## src/rtl/hazard_ctrl_pkg.sv

```systemverilog
// Shared definitions for the pipeline hazard controller: FSM states and default widths.
package hazard_ctrl_pkg;

   localparam int REG_AW_DEF = 5;
   localparam int CNT_W      = 16;
   localparam int JCNT_W     = 4;

   typedef enum logic [1:0] {
      IDLE     = 2'd0,
      JUMP     = 2'd1,
      MEM_WAIT = 2'd2
   } hz_state_e;

endpackage

```

## src/rtl/hazard_ctrl_stall_counter.sv

```systemverilog
// Saturating up-counter with enable; holds at all-ones instead of wrapping.
module stall_counter
   import hazard_ctrl_pkg::*;
#(
   parameter int W = CNT_W
) (
   input  logic         clk,
   input  logic         rst_n,
   input  logic         en,
   output logic [W-1:0] count
);

   always_ff @(posedge clk or negedge rst_n) begin
      if (!rst_n) begin
         count <= '0;
      end else if (en && (count != {W{1'b1}})) begin
         count <= count + 1'b1;
      end
   end

endmodule

```

## src/rtl/hazard_ctrl.sv

```systemverilog
// Pipeline hazard controller: jump flush stalls, load-use and memory-wait freezes, stall statistics.
module hazard_ctrl
   import hazard_ctrl_pkg::*;
#(
   parameter int JUMP_PENALTY = 2,
   parameter int REG_AW       = REG_AW_DEF
) (
   input  logic              clk,
   input  logic              rst_n,
   input  logic              jump_req,
   input  logic              ex_mem_read,
   input  logic [REG_AW-1:0] ex_rd,
   input  logic [REG_AW-1:0] id_rs1,
   input  logic [REG_AW-1:0] id_rs2,
   input  logic              mem_busy,
   output logic              jump_stall,
   output logic              full_stall,
   output logic [CNT_W-1:0]  stall_cycles
);

   // jcnt holds the JUMP-state cycles still owed, counting the current one
   localparam logic [JCNT_W-1:0] JCNT_INIT = JCNT_W'(JUMP_PENALTY - 1);

   hz_state_e         state, state_nx;
   logic [JCNT_W-1:0] jcnt, jcnt_nx, jcnt_dec;
   logic              jump_pend, jump_pend_nx;
   logic              load_use;
   logic              js_c, fs_c;

   assign load_use = ex_mem_read && (ex_rd != '0) &&
                     ((ex_rd == id_rs1) || (ex_rd == id_rs2));

   assign jcnt_dec = (jcnt == '0) ? '0 : jcnt - 1'b1;

   always_ff @(posedge clk or negedge rst_n) begin
      if (!rst_n) begin
         state     <= IDLE;
         jcnt      <= '0;
         jump_pend <= 1'b0;
      end else begin
         state     <= state_nx;
         jcnt      <= jcnt_nx;
         jump_pend <= jump_pend_nx;
      end
   end

   always_comb begin
      state_nx     = state;
      jcnt_nx      = jcnt;
      jump_pend_nx = jump_pend;
      js_c         = 1'b0;
      fs_c         = mem_busy;
      case (state)
         IDLE: begin
            // a jump flushes the ID instruction, so its load-use hazard is moot
            fs_c = mem_busy || (load_use && !jump_req);
            if (mem_busy) begin
               state_nx     = MEM_WAIT;
               jump_pend_nx = jump_req;
            end else if (jump_req) begin
               js_c = 1'b1;
               if (JCNT_INIT != '0) begin
                  state_nx = JUMP;
                  jcnt_nx  = JCNT_INIT;
               end
            end
         end
         JUMP: begin
            js_c = 1'b1;
            if (jump_req) begin
               jcnt_nx  = JCNT_INIT;
               state_nx = (JCNT_INIT == '0) ? IDLE : JUMP;
            end else begin
               jcnt_nx  = jcnt_dec;
               state_nx = (jcnt_dec == '0) ? IDLE : JUMP;
            end
         end
         MEM_WAIT: begin
            if (mem_busy) begin
               jump_pend_nx = jump_pend || jump_req;
            end else begin
               jump_pend_nx = 1'b0;
               state_nx     = IDLE;
               // a jump seen while memory was busy starts its penalty now
               if (jump_pend || jump_req) begin
                  js_c = 1'b1;
                  if (JCNT_INIT != '0) begin
                     state_nx = JUMP;
                     jcnt_nx  = JCNT_INIT;
                  end
               end
            end
         end
         default: begin
            state_nx     = IDLE;
            jcnt_nx      = '0;
            jump_pend_nx = 1'b0;
         end
      endcase
   end

   assign jump_stall = rst_n && js_c;
   assign full_stall = rst_n && fs_c;

   stall_counter #(
      .W (CNT_W)
   ) u_stall_counter (
      .clk   (clk),
      .rst_n (rst_n),
      .en    (jump_stall || full_stall),
      .count (stall_cycles)
   );

endmodule

```

## config.mk

```make
export PLATFORM = sky130hd
export DESIGN_NAME = hazard_ctrl
export DESIGN_NICKNAME = d
export VERILOG_FILES = /design/src/rtl/hazard_ctrl_pkg.sv /design/src/rtl/hazard_ctrl_stall_counter.sv /design/src/rtl/hazard_ctrl.sv
export SDC_FILE = /design/constraint.sdc
export NUM_CORES = 1
export LEC_CHECK = 0
export ABC_AREA = 1
export CAP_MARGIN = 20
export CORE_UTILIZATION = 46
export CTS_BUF_LIST = sky130_fd_sc_hd__clkbuf_4
export DETAILED_ROUTE_END_ITERATION = 6
export PLACE_DENSITY_LB_ADDON = 0.1
export SLEW_MARGIN = 10
export SYNTH_ARGS = -nofsm -noshare
export SYNTH_HDL_FRONTEND = slang
export SYNTH_SLANG_ARGS = --single-unit
```

## constraint.sdc

```tcl
create_clock -name clk -period 1.5 [get_ports clk]
set_input_delay 0.15 -clock clk [delete_from_list [all_inputs] [get_ports clk]]
set_output_delay 0.15 -clock clk [all_outputs]
set_load 0.01 [all_outputs]
```

After elaboration in Yosys (flattened, before gate mapping)
Index checks and enable logic that the tools add are counted.
{"block": "word_totals", "memories": 0, "wordCells": 59, "rom_bits": 0, "out_inout_bits": 18, "latchBits": 0, "ff_bits": 23, "ram_bits": 0}
{"block": "classes", "div": 0, "muxes": 23, "reduce_logical": 18, "addsub": 2, "shifts": 0, "n_lt_le_gt_ge": 0, "multipliers": 0, "eq_ne": 11, "n_bitwise": 1}
{"operator": "$mux 4", "count": 6}
{"operator": "$add 16x1->16 const B", "count": 1}
{"operator": "$ne 16x16->1 const B", "count": 1}
{"operator": "$pmux 4 s3", "count": 1}
{"operator": "$eq 5x5->1", "count": 2}
{"operator": "$mux 1", "count": 10}
{"operator": "$ne 2x2->1 const B", "count": 5}
{"operator": "$logic_not 4->1", "count": 2}
{"operator": "$logic_and 1x1->1", "count": 6}
{"operator": "$mux 2", "count": 3}
{"operator": "$pmux 1 s3", "count": 2}
{"operator": "$pmux 2 s3", "count": 1}
{"operator": "$reduce_bool 5->1", "count": 1}
{"operator": "$logic_or 1x1->1", "count": 4}
{"operator": "$reduce_and 2->1", "count": 2}
{"operator": "$reduce_and 4->1", "count": 1}
{"operator": "$sub 4x1->4 const B", "count": 1}
{"operator": "$ne 3x3->1 const B", "count": 1}
{"operator": "$eq 2x1->1 const B", "count": 1}
{"operator": "$eq 2x2->1 const B", "count": 1}
{"operator": "$logic_not 2->1", "count": 1}
{"operator": "$logic_not 1->1", "count": 1}
{"operator": "$not 1->1", "count": 1}

Depth between registers and ports, before layout
{"block": "logic_depth", "word_depth": 9, "ltp_mapped": 14}

Hierarchy
Synthesis repeated with hierarchy kept, for this count alone.
{"block": "hier_totals", "hier_cells": 252, "hier_area_um2": 1666.6}
{"module": "stall_counter", "area_per_inst_um2": 1058.5, "instances": 1, "cells_per_inst": 149}
{"module": "hazard_ctrl", "area_per_inst_um2": 608.1, "instances": 1, "cells_per_inst": 103}

Least setup slack after synthesis
Ideal clock, no wire load.
{"block": "synth_path", "path_kind": "register -> register", "startpoint": "register u_stall_counter.count[0]", "endpoint": "register u_stall_counter.count[11]", "t_required_ns": 1.383, "arrival_ns": 1.572, "slack_ns": -0.189, "setup_ns": 0.117, "stages_incl_launch_ff": 10, "path_buffers": 1, "cell_sequence": "dfrtp_1 ha_1 nand3_2 nor2_4 nand2_2 nor3_4 nand3_4 buf_2 nand3_1 nand2_1"}
{"block": "synth_between", "elab_chain_len": 2, "word_cells_on_any_way": 3, "classes_between": "1 x add/sub; 1 x eq/ne; 1 x reduce/logical"}
{"element": "from (decl)", "line_no": "hazard_ctrl_stall_counter.sv:10", "source": "output logic [W-1:0] count"}
{"element": "from (signal assigned)", "line_no": "hazard_ctrl_stall_counter.sv:17", "source": "count <= count + 1'b1;"}
{"element": "branches (longest 2 deep; another with $add 16x1->16)"}
Several ways; the timed one is not identified.
A chain may end at the register's enable or synchronous reset.

Final worst setup path
{"block": "layout_path", "startpoint": "input ex_rd[0]", "endpoint": "output full_stall"}
{"block": "layout_between", "elab_chain_len": 7, "word_cells_on_any_way": 10, "classes_between": "2 x eq/ne; 1 x mux; 7 x reduce/logical"}
{"element": "from (decl)", "line_no": "hazard_ctrl.sv:12", "source": "input logic [REG_AW-1:0] ex_rd,"}
{"element": "$eq 5x5->1 or $reduce_bool 5->1 (tied branches)", "line_no": "hazard_ctrl.sv:31, hazard_ctrl.sv:30"}
{"element": "$logic_or 1x1->1 or $logic_and 1x1->1 (tied branches)", "line_no": "hazard_ctrl.sv:31, hazard_ctrl.sv:30"}
{"element": "$logic_and 1x1->1 *", "line_no": "hazard_ctrl.sv:30", "source": "assign load_use = ex_mem_read && (ex_rd != '0) &&"}
{"element": "$logic_and 1x1->1 *", "line_no": "hazard_ctrl.sv:56", "source": "fs_c = mem_busy || (load_use && !jump_req);"}
{"element": "$logic_or 1x1->1 *", "line_no": "hazard_ctrl.sv:56"}
{"element": "$mux 1 *", "line_no": "hazard_ctrl.sv:53", "source": "case (state)"}
{"element": "$logic_and 1x1->1 *", "line_no": "hazard_ctrl.sv:103", "source": "assign full_stall = rst_n && fs_c;"}
{"element": "to (decl)", "line_no": "hazard_ctrl.sv:17", "source": "output logic full_stall,"}
Mark *: on every way between the ends. The rest lies on a longest branch, timed or not.

==> summary by stage <==
Worst setup path
The critical path endpoint category is an output pin. The worst register-to-register path begins at u_stall_counter.count[0]. The data required time of the critical path is 1.35 ns. In this run the worst path has a maximum fanout of 5. The worst endpoint data arrival time is 1.51 ns. The setup check on the worst reg-to-reg path leaves a slack of -0.14 ns. The capture point of the worst reg-to-reg path is u_stall_counter.count[5]. The setup path with the least slack is of type in2out. In this run the worst setup path begins at ex_rd[0]. Counting cells, the worst reg-to-reg path comes to 10. The critical path ends at full_stall.

STA classifies the critical path startpoint as an input pin.

Power
The share of total power dissipated in sequential elements is 30.4%. In this run switching power makes up 39.7% of total power. The net switching component of the power is 1140 uW. The share of total power dissipated in the clock network is 10.6%. In this run the static leakage power is 0.00146 uW.

The power per standard cell area is 1020 mW/mm^2. The total power of the final layout is 2870 uW. Combinational logic burns 59.0% of the power. The internal power of the cells is 1730 uW. The maximum vdd drop is 755 uV.

Drt
The ratio of routed vias to standard cells is 5.08. Once detail routing completed, the nets flagged for antenna violations numbered 0. After the first detailed-routing iteration, the DRC count stood at 120.

Summed over all layers, the routed wires come to 5500 um. Dividing the detail-routed wire length by the instance count gives 14.5 um. The detailed-route via count is 1919. Before antenna repair, the detailed router went through 4 iterations. In the routed design, unresolved DRC markers number 0.

Global route
The pin count of the biggest net entering global routing is 15. The wire length of the first global-routing pass is 7870 um. The number of antenna violations at the first check in global routing is 0. The via count of the first global-routing pass was 1810. Summed over all layers, the global routing overflow is 0. The combined global-route utilization of all metal layers is 28.3%.

Yosys
The most frequently used flop master after synthesis is dfrtp_1. The netlist area before placement is 0.00161 sq mm. Summing the sequential cell areas from Yosys gives 35.9% of the chip area. The number of nets produced by synthesis is 253. The area fraction of the dominant cell type after synthesis is 35.9%. A synthesized cell averages 6.92 sq um.

For this run, the number of Yosys warnings is 0. The cell taking the most area after synthesis is dfrtp_1. The count of unique library cells instantiated by Yosys is 28. Yosys mapped a number of flops with a built-in enable equal to 0. The synthesized design contains 23 register bits.

The fraction of registers with async set/reset is 100%. The most common cell in the netlist is nand2_1. Ranked by total cell area, the synthesized netlist is headed by dfrtp_1 36%, nand2_1 18%, nand3_1 7.8%.

Synthesis produced a netlist whose cell count is 232. The commonest cells after synthesis are 76 x nand2_1, 29 x inv_1, 25 x nand3_1.

Floorplan
Row generation in the floorplan step produced 21 rows. The vertical extent of the die is 61.1 um. The floorplan die width is 61.1 um. The total core area is 0.00334 sq mm.

The die covers 0.00373 sq mm. During I/O placement, the number of pins put on the boundary was 38. The starting density of the core is 48.1%.

Timing
The worst relative slew slack is 76.1%. Once routing completed, OpenROAD measured the worst setup slack at -0.160 ns. For this run, the top clock speed supported by timing is 602 MHz. The clock skew is 0.0246 ns. Setup violations remaining at the end of the flow were counted as 19.

The count of pins over their slew limit is 0. The final critical path takes up 111% of the cycle. After layout, the minimum clock period comes to 1.66 ns. The hold violation count in the final report is 0. Setup repair after global routing could not meet its margin everywhere. At the pin with the least slew margin, the transition time is 0.356 ns.

Place
The detailed placement HPWL is 2960 um. Routability-driven placement finished with a final weighted congestion of 0.869. The count of input and output buffers is 37. Once placement completed, the tool counted placed cells totaling 356. Timing analysis after detailed placement gives a worst setup slack of -0.482 ns.

Finish
Fill cells in the final layout number 191. The non-filler instance count after layout is 378. In the final design database the tool counted 354 nets. The number of antenna diodes in the final layout is 0. The area growth from synthesis to layout is 75.4%. Of the cells placed in the final design, the portion with a size suffix greater than 1 is 37.3%.

CTS
The number of hold buffers added after cts is 0. The clock slew at the register clock pins of the worst setup and hold paths is 0.15 ns. For the worst-skew pair, the clock arrives at the later sink with an insertion delay of 0.33 ns. Counting along the longest clock path gives a buffer depth of 2. TritonCTS built the clock tree. The clock drives 23 sinks. Clock tree synthesis selected as its root buffer the cell clkbuf_4. Buffers inserted during clock tree synthesis total 3. CTS built an H-tree with a depth of 1.

Flow run
The tool flagged a number of max-cap violations equal to 0.

Min path
The type of the worst min-delay path is in2async.

Run status
The final reports fail on setup timing. The flow ran to the end, but the final reports show violations.
[registers in the layout, indices dropped and copies added, names as in the netlist]
name / cells
jump_pend: 1
jcnt: 4
u_stall_counter.count: 16
state: 2
[cells in the final DEF, fill, tap and decap left out, types with 2 or more instances in the layout]
cell type        netlist  routed
nand2_1               76      70
buf_4                  0      50
inv_1                 29      25
clkdlybuf4s50_1        0      23
nor2_1                22      18
dfrtp_1               23      17
nand3_2                2      15
dlygate4sd2_1          0      10
buf_6                  1       9
xnor2_1                8       8
nand3_1               25       8
xor2_1                 8       8
inv_2                  4       7
nand2_2                1       7
a21oi_1                7       6
dfrtp_2                0       6
nor2_4                 1       5
nand3_4                1       5
nor3_1                 5       5
nand2_8                0       3
o21ai_0                5       3
clkbuf_4               1       3
buf_12                 0       3
o21ai_1                1       2
dlymetal6s2s_1         0       2
[final cells by class]
| cell class | instances | area, sq um | area share (%) |
|---|---|---|---|
| inverter | 33 | 126 | 4.49 |
| multi-input combinational | 174 | 1110 | 39.6 |
| tap | 46 | 57.6 | 2.04 |
| clock buffer | 3 | 22.5 | 0.800 |
| timing repair buffer | 98 | 907 | 32.2 |
| clock inverter | 1 | 5.00 | 0.178 |
| sequential | 23 | 583 | 20.7 |
[worst min path at each step]
stage / startpoint / end / slack, ns
after global placement: jump_pend / jump_pend / 0.50
final: rst_n / u_stall_counter.count[11] / 0.24
after CTS: rst_n / u_stall_counter.count[8] / 0.19
after detailed placement: u_stall_counter.count[14] / u_stall_counter.count[14] / 0.53
after global routing: rst_n / u_stall_counter.count[11] / 0.26
after floorplan: rst_n / jcnt[0] / -0.15
[power groups by stage]
stage	combinational, uW	clock, uW	sequential (uW)
after global placement	1240	0	859
after CTS	1450	302	849
after floorplan	516	0	930
after global routing	1840	326	890
after detailed placement	1250	0	861
final	1690	303	873
[per-layer routing]
layer / vias up / GRT usage [%] / routed length, um / part of all wire (%)
li1: 935 / - / - / -
met1: 880 / 35.1 / 2300 / 42
met2: 81 / 49.5 / 2680 / 49
met3: 23 / 4.83 / 303 / 5.5
met4: 0 / 10.1 / 214 / 3.9
met5: - / 0 / 0 / 0
[worst max-delay path, stage by stage]
cell and delay, ns:
clkdlybuf4s50_1 0.55, nand2_1 0.09, inv_1 0.06, nor2_1 0.03, nor2_1 0.12, nand3_1 0.09, nand2_1 0.08, nand2_1 0.04
nand2_1 0.07, nand2_2 0.07, inv_2 0.06, buf_6 0.09
[repair_timing]
action                                  in CTS  in global routing
gates resized for setup                     41                 42
cloned                                       3                  0
pin swaps                                   19                 20
endpoints found under the setup margin      30                 26
setup buffers                               11                  6
[cells by family (layout without fill, tap and decap cells)]
family                   Yosys count  in the layout  share of synthesized area (%)
AO/OA/AOI/OAI                     16             16                           5.53
XOR/XNOR                          16             16                           8.73
adder cells (fa/ha/maj)            1              1                          0.779
buffers and inverters             36            135                           9.20
flip-flops                        23             23                           35.9
AND/OR/NAND/NOR                  140            141                           39.9
[stage by stage]
stage | TNS, ns | cell area, sq um | hold WS (ns) | utilization (%)
final | -2.13 | 2820 | 0.239 | 84.4
after global routing | -4.20 | 2820 | 0.256 | 84.4
after CTS | -2.11 | 2680 | 0.193 | 80.3
after detailed placement | -6.71 | 2390 | 0.533 | 71.5
after global placement | -6.11 | 2390 | 0.504 | 71.5
after floorplan | -1.95 | 1630 | -0.146 | -
No activity file was read; power rests on OpenSTA's default activity.
